===== src/rtl/input_conditioner.sv =====
// Synchronizes and debounces the board slide switches and KEY0, then exposes
// stable switch fields, a debounced key level and one-cycle change events.
module input_conditioner #(
  parameter int SW_WIDTH        = 9,
  parameter int DEBOUNCE_CYCLES = 1000000,
  parameter int CNT_WIDTH       = 20
) (
  input  logic                CLOCK_50,
  input  logic                RESET_N,
  input  logic [SW_WIDTH-1:0] SW_raw,
  input  logic                KEY_raw,
  output logic [SW_WIDTH-1:0] SW_stable,
  output logic [1:0]          mode_sel,
  output logic [2:0]          state_sel,
  output logic [3:0]          hz_sel,
  output logic                key_pressed,
  output logic                key_press_pulse,
  output logic                key_release_pulse,
  output logic                sw_change_pulse,
  output logic                mode_change_pulse
);

  localparam int CH = SW_WIDTH + 1;
  localparam logic [CNT_WIDTH-1:0] CNT_LAST = CNT_WIDTH'(DEBOUNCE_CYCLES - 1);

  logic [SW_WIDTH-1:0] sw_meta, sw_sync;
  logic                key_meta, key_sync;

  logic [CH-1:0]                sync_all;
  logic [CH-1:0]                stable_q, stable_next;
  logic [CH-1:0][CNT_WIDTH-1:0] cnt_q, cnt_next;

  // Key flops park at 1 so a released button is the reset condition.
  always_ff @(posedge CLOCK_50 or negedge RESET_N) begin
    if (!RESET_N) begin
      sw_meta  <= '0;
      sw_sync  <= '0;
      key_meta <= 1'b1;
      key_sync <= 1'b1;
    end else begin
      sw_meta  <= SW_raw;
      sw_sync  <= sw_meta;
      key_meta <= KEY_raw;
      key_sync <= key_meta;
    end
  end

  // Top channel carries the key inverted so every channel is active-high.
  assign sync_all = {~key_sync, sw_sync};

  always_comb begin
    stable_next = stable_q;
    cnt_next    = '0;
    for (int ch = 0; ch < CH; ch++) begin
      if (sync_all[ch] != stable_q[ch]) begin
        if (cnt_q[ch] == CNT_LAST) begin
          stable_next[ch] = sync_all[ch];
        end else begin
          cnt_next[ch] = cnt_q[ch] + CNT_WIDTH'(1);
        end
      end
    end
  end

  // Pulses are derived from the same edge that commits the new stable value,
  // so they line up with the first cycle the new level is visible.
  always_ff @(posedge CLOCK_50 or negedge RESET_N) begin
    if (!RESET_N) begin
      stable_q          <= '0;
      cnt_q             <= '0;
      key_press_pulse   <= 1'b0;
      key_release_pulse <= 1'b0;
      sw_change_pulse   <= 1'b0;
      mode_change_pulse <= 1'b0;
    end else begin
      stable_q          <= stable_next;
      cnt_q             <= cnt_next;
      key_press_pulse   <= stable_next[SW_WIDTH] & ~stable_q[SW_WIDTH];
      key_release_pulse <= ~stable_next[SW_WIDTH] & stable_q[SW_WIDTH];
      sw_change_pulse   <= |(stable_next[SW_WIDTH-1:0] ^ stable_q[SW_WIDTH-1:0]);
      mode_change_pulse <= |(stable_next[1:0] ^ stable_q[1:0]);
    end
  end

  assign SW_stable   = stable_q[SW_WIDTH-1:0];
  assign key_pressed = stable_q[SW_WIDTH];
  assign mode_sel    = SW_stable[1:0];
  assign state_sel   = SW_stable[4:2];
  assign hz_sel      = SW_stable[8:5];

endmodule


===== config.mk =====
export PLATFORM = sky130hd
export DESIGN_NAME = input_conditioner
export DESIGN_NICKNAME = d
export VERILOG_FILES = /design/src/rtl/input_conditioner.sv
export SDC_FILE = /design/constraint.sdc
export NUM_CORES = 1
export LEC_CHECK = 0
export CORE_MARGIN = 8
export CORE_UTILIZATION = 35
export CTS_BUF_LIST = sky130_fd_sc_hd__clkbuf_16
export DETAILED_ROUTE_END_ITERATION = 8
export PLACE_DENSITY = 0.49
export SLEW_MARGIN = 20
export SYNTH_ARGS = -nofsm -noshare
export SYNTH_HDL_FRONTEND = slang
export SYNTH_SLANG_ARGS = --single-unit

===== constraint.sdc =====
create_clock -name CLOCK_50 -period 2.3 [get_ports CLOCK_50]
set_clock_uncertainty 0.05 [all_clocks]
set_input_delay 0.46 -clock CLOCK_50 [delete_from_list [all_inputs] [get_ports CLOCK_50]]
set_output_delay 0.46 -clock CLOCK_50 [all_outputs]
set_load 0.03 [all_outputs]

==> results_dict.tcl <==
set metrics [dict create \
    grt_usage_pct 11.6 \
    cp_cell_sequence "clkdlybuf4s50_1" \
    gp_congestion 0.743 \
    ant_nets 0 \
    ys_seq_area_share_pct 54.3 \
    min_period_ns 2.18 \
    final-seq-area_sq_um 5860 \
    crit_slowest_cell "clkdlybuf4s50_1" \
    vias_per_cell 4.76 \
    yosysUniqueCellTypes 41 \
    dieArea_sq_um 36700 \
    ios 35 \
    synth.avg_cell_area_sq_um 10.3 \
    sw_frac_of_total_pct 21.9 \
    slowest_delay_ns 0.71 \
    clkTransAtPathRegs_ns 0.06 \
    ys_warn_count 0 \
    synth_area_sq_um 10800 \
    first_global_vias 7473 \
    rr_startpoint "cnt_q[0]$_DFF_PN0_" \
    grt_max_degree 64 \
    post_cts_resized 0 \
    ir_drop_mv 0.498 \
    dieWidth_um 192 \
    nNetsFinal 1131 \
    cts-root-buf "clkbuf_16" \
    chipHeight_um 192 \
    p_comb_share_pct 3.2 \
    critPathTopFamily "buffers and inverters" \
    status "finished, final reports clean" \
    p_leak_nw 5.40 \
    grt_overflow 0 \
    dr.pass1.iters 4 \
    relSlewSlack_pct 57.7 \
    antenna_found_initial 1 \
    ys_ff_latch 234 \
    via_count 7267 \
    start_util_pct 35.4 \
    end_kind "primary output" \
    worst_pin_slew_ns 0.629 \
    rsz0062_at_grt "false" \
    max_freq_ghz 0.459 \
    finalCritPeriodShare_pct 94.6 \
    drc_errors 0 \
    maxCapViolations 0 \
    area_delta_synth_final_pct 16.2 \
    worst-path-stages 1 \
    cp.arrival_ns 1.67 \
    hold_start "KEY_raw" \
    place_ws_ns 0.251 \
    cts_tree "built" \
    drt_iter0_markers 347 \
    multi_input_area_sq_um 4640 \
    core_sq_um 30500 \
    hp-class "primary input to register" \
    critPathMaxFanout 4 \
    dp.cells 1474 \
    worst-path-buf-inv 1 \
    fillers 2981 \
    pwr-share-seq_pct 49.0 \
    critPathKind "register to primary output" \
    slew_viol_final 0 \
    synth_cells 1053 \
    io_buffers 34 \
    rows 64 \
    numCtsBuffers 28 \
    reg2reg_depth 8 \
    setup_ws_ns 0.124 \
    clk_latency_ns 0.53 \
    drive_gt1_share_pct 6.64 \
    cts_buffer_depth 3 \
    hold_depth 1 \
    syn_nets 1075 \
    grt_pass1_wl_mm 36.4 \
    startpoint "stable_q[6]$_DFF_PN0_" \
    routed_wl_mm 20.3 \
    pwr-share-clk_pct 47.7 \
    finalPower_w 0.00864 \
    tns_ns 0 \
    htree_num_levels 1 \
    timing.final.hold_violations 0 \
    powerDensity_nw_per_um2 689 \
    finalNonFillerCells 1526 \
    switchingPower_w 0.00189 \
    cts.sinks 234 \
    cp-start-kind "register" \
    antennaDiodeCount 0 \
    post_drt_wl_per_cell_um 13.3 \
    internal-power_w 0.00675 \
    worstPathRequired_ns 1.79 \
    hpwl_mm 13.5 \
    setup-violations-final 0 \
]
[state kept, by name, indices dropped and copies added, names as in the netlist]
| signal | flops |
|---|---|
| sw_sync | 9 |
| key_release_pulse | 1 |
| stable_q | 10 |
| mode_change_pulse | 1 |
| cnt_q | 200 |
| sw_meta | 9 |
| key_press_pulse | 1 |
| key_meta | 1 |
| key_sync | 1 |
| sw_change_pulse | 1 |
[layout make-up]
| class | instances | area share [%] |
|---|---|---|
| clock inverter | 22 | 1.13 |
| tap | 396 | 3.95 |
| timing repair buffer | 59 | 4.86 |
| inverter | 22 | 0.658 |
| sequential | 234 | 46.7 |
| multi-input combinational | 764 | 36.9 |
| clock buffer | 29 | 5.78 |
[power groups by stage]
stage	sequential (W)	combinational, W	clock (W)
2_1_floorplan	0.00430	0.000139	0
3_3_place_gp	0.00431	0.000292	0
3_5_place_dp	0.00431	0.000294	0
4_1_cts	0.00424	0.000297	0.00430
5_1_grt	0.00424	0.000333	0.00446
6_report	0.00424	0.000280	0.00413
[layer usage]
| metal | wire (um) | part of all wire (%) | track usage (%) | vias up |
|---|---|---|---|---|
| li1 | - | - | - | 3635 |
| met1 | 10200 | 50 | 16.1 | 3517 |
| met2 | 8950 | 44 | 18.5 | 84 |
| met3 | 677 | 3.3 | 2.07 | 31 |
| met4 | 467 | 2.3 | 3.11 | 0 |
| met5 | 0 | 0 | 0 | - |
[repair_timing]
item                      in CTS  in global routing
hold buffers                   1                  0
hold endpoints to repair      33                  0
setup buffers                  0                  0
[cells by family (layout without fill, tap and decap cells)]
family | after synthesis | in the layout | share of synthesized area (%)
and+or+nand+nor | 548 | 548 | 24.9
DFF | 234 | 234 | 54.3
xor gates and xnor gates | 192 | 192 | 15.6
buffers and inverters | 55 | 132 | 2.79
adders and majority gates | 10 | 10 | 1.16
muxes | 9 | 9 | 0.939
AOI/OAI and AO/OA | 5 | 5 | 0.336
[path summary, 6_finish.rpt]
| check | endpoint | slack, ns |
|---|---|---|
| setup reg to reg | cnt_q[15]$_DFF_PN0_ | 0.24 |
| hold reg to reg | sw_sync[6]$_DFF_PN0_ | 0.30 |
| max in group asynchronous | cnt_q[114]$_DFF_PN0_ | 1.13 |
| hold / removal | key_meta$_DFF_PN1_ | 0.29 |
| setup / recovery | hz_sel[1] | 0.12 |
| min in group asynchronous | cnt_q[143]$_DFF_PN0_ | 0.35 |
[metrics by stage]
step / area, sq um / hold WS (ns) / utilization, %
final: 12600 / 0.286 / 41.1
after CTS: 12600 / 0.260 / 41.1
after detailed placement: 11700 / 0.286 / 38.3
after global routing: 12600 / 0.272 / 41.1
after floorplan: 10800 / 0.114 / -
after global placement: 11700 / 0.284 / 38.3
[cells in the final DEF (no fill, tap or decap), drive strengths merged, types with 8 or more instances in the layout]
cell,count
inv,34
clkbuf,29
and3,30
buf,25
and4,20
nand2,61
nor3,27
nand3,72
or2,8
dfrtp,232
clkdlybuf4s50,33
nand4,34
xnor2,91
ha,10
xor2,101
nor2,230
nor4,25
mux2,9
[cell usage after synthesis (all sizes together)]
cell type  instances  area share, %
a21oi              1          0.046
buf               28            1.9
nand3             72            3.3
o22a               1          0.081
and3              30            1.7
nor4bb             2           0.19
nand3b             5           0.35
xnor2             91            7.4
mux2               9           0.94
dfrtp            232             54
dfstp              2           0.49
or4                2           0.14
nand2b             6           0.35
nand4b             3           0.24
xor2             101            8.2
nand2             61            2.1
nor2             230            8.0
o21ai              1          0.046
or2                8           0.46
and4              20            1.6
a221oi             1          0.081
and4b              2           0.19
clkbuf             5           0.17
nor4b              7           0.57
nor3b              2           0.14
nor3              27            1.3
inv               22           0.76
nand4             34            2.0
ha                10            1.2
nor4              25            1.4
a22o               1          0.081
and2               6           0.35
or4b               3           0.28
nor2b              3           0.20
Power figures use the tool's default switching activity.
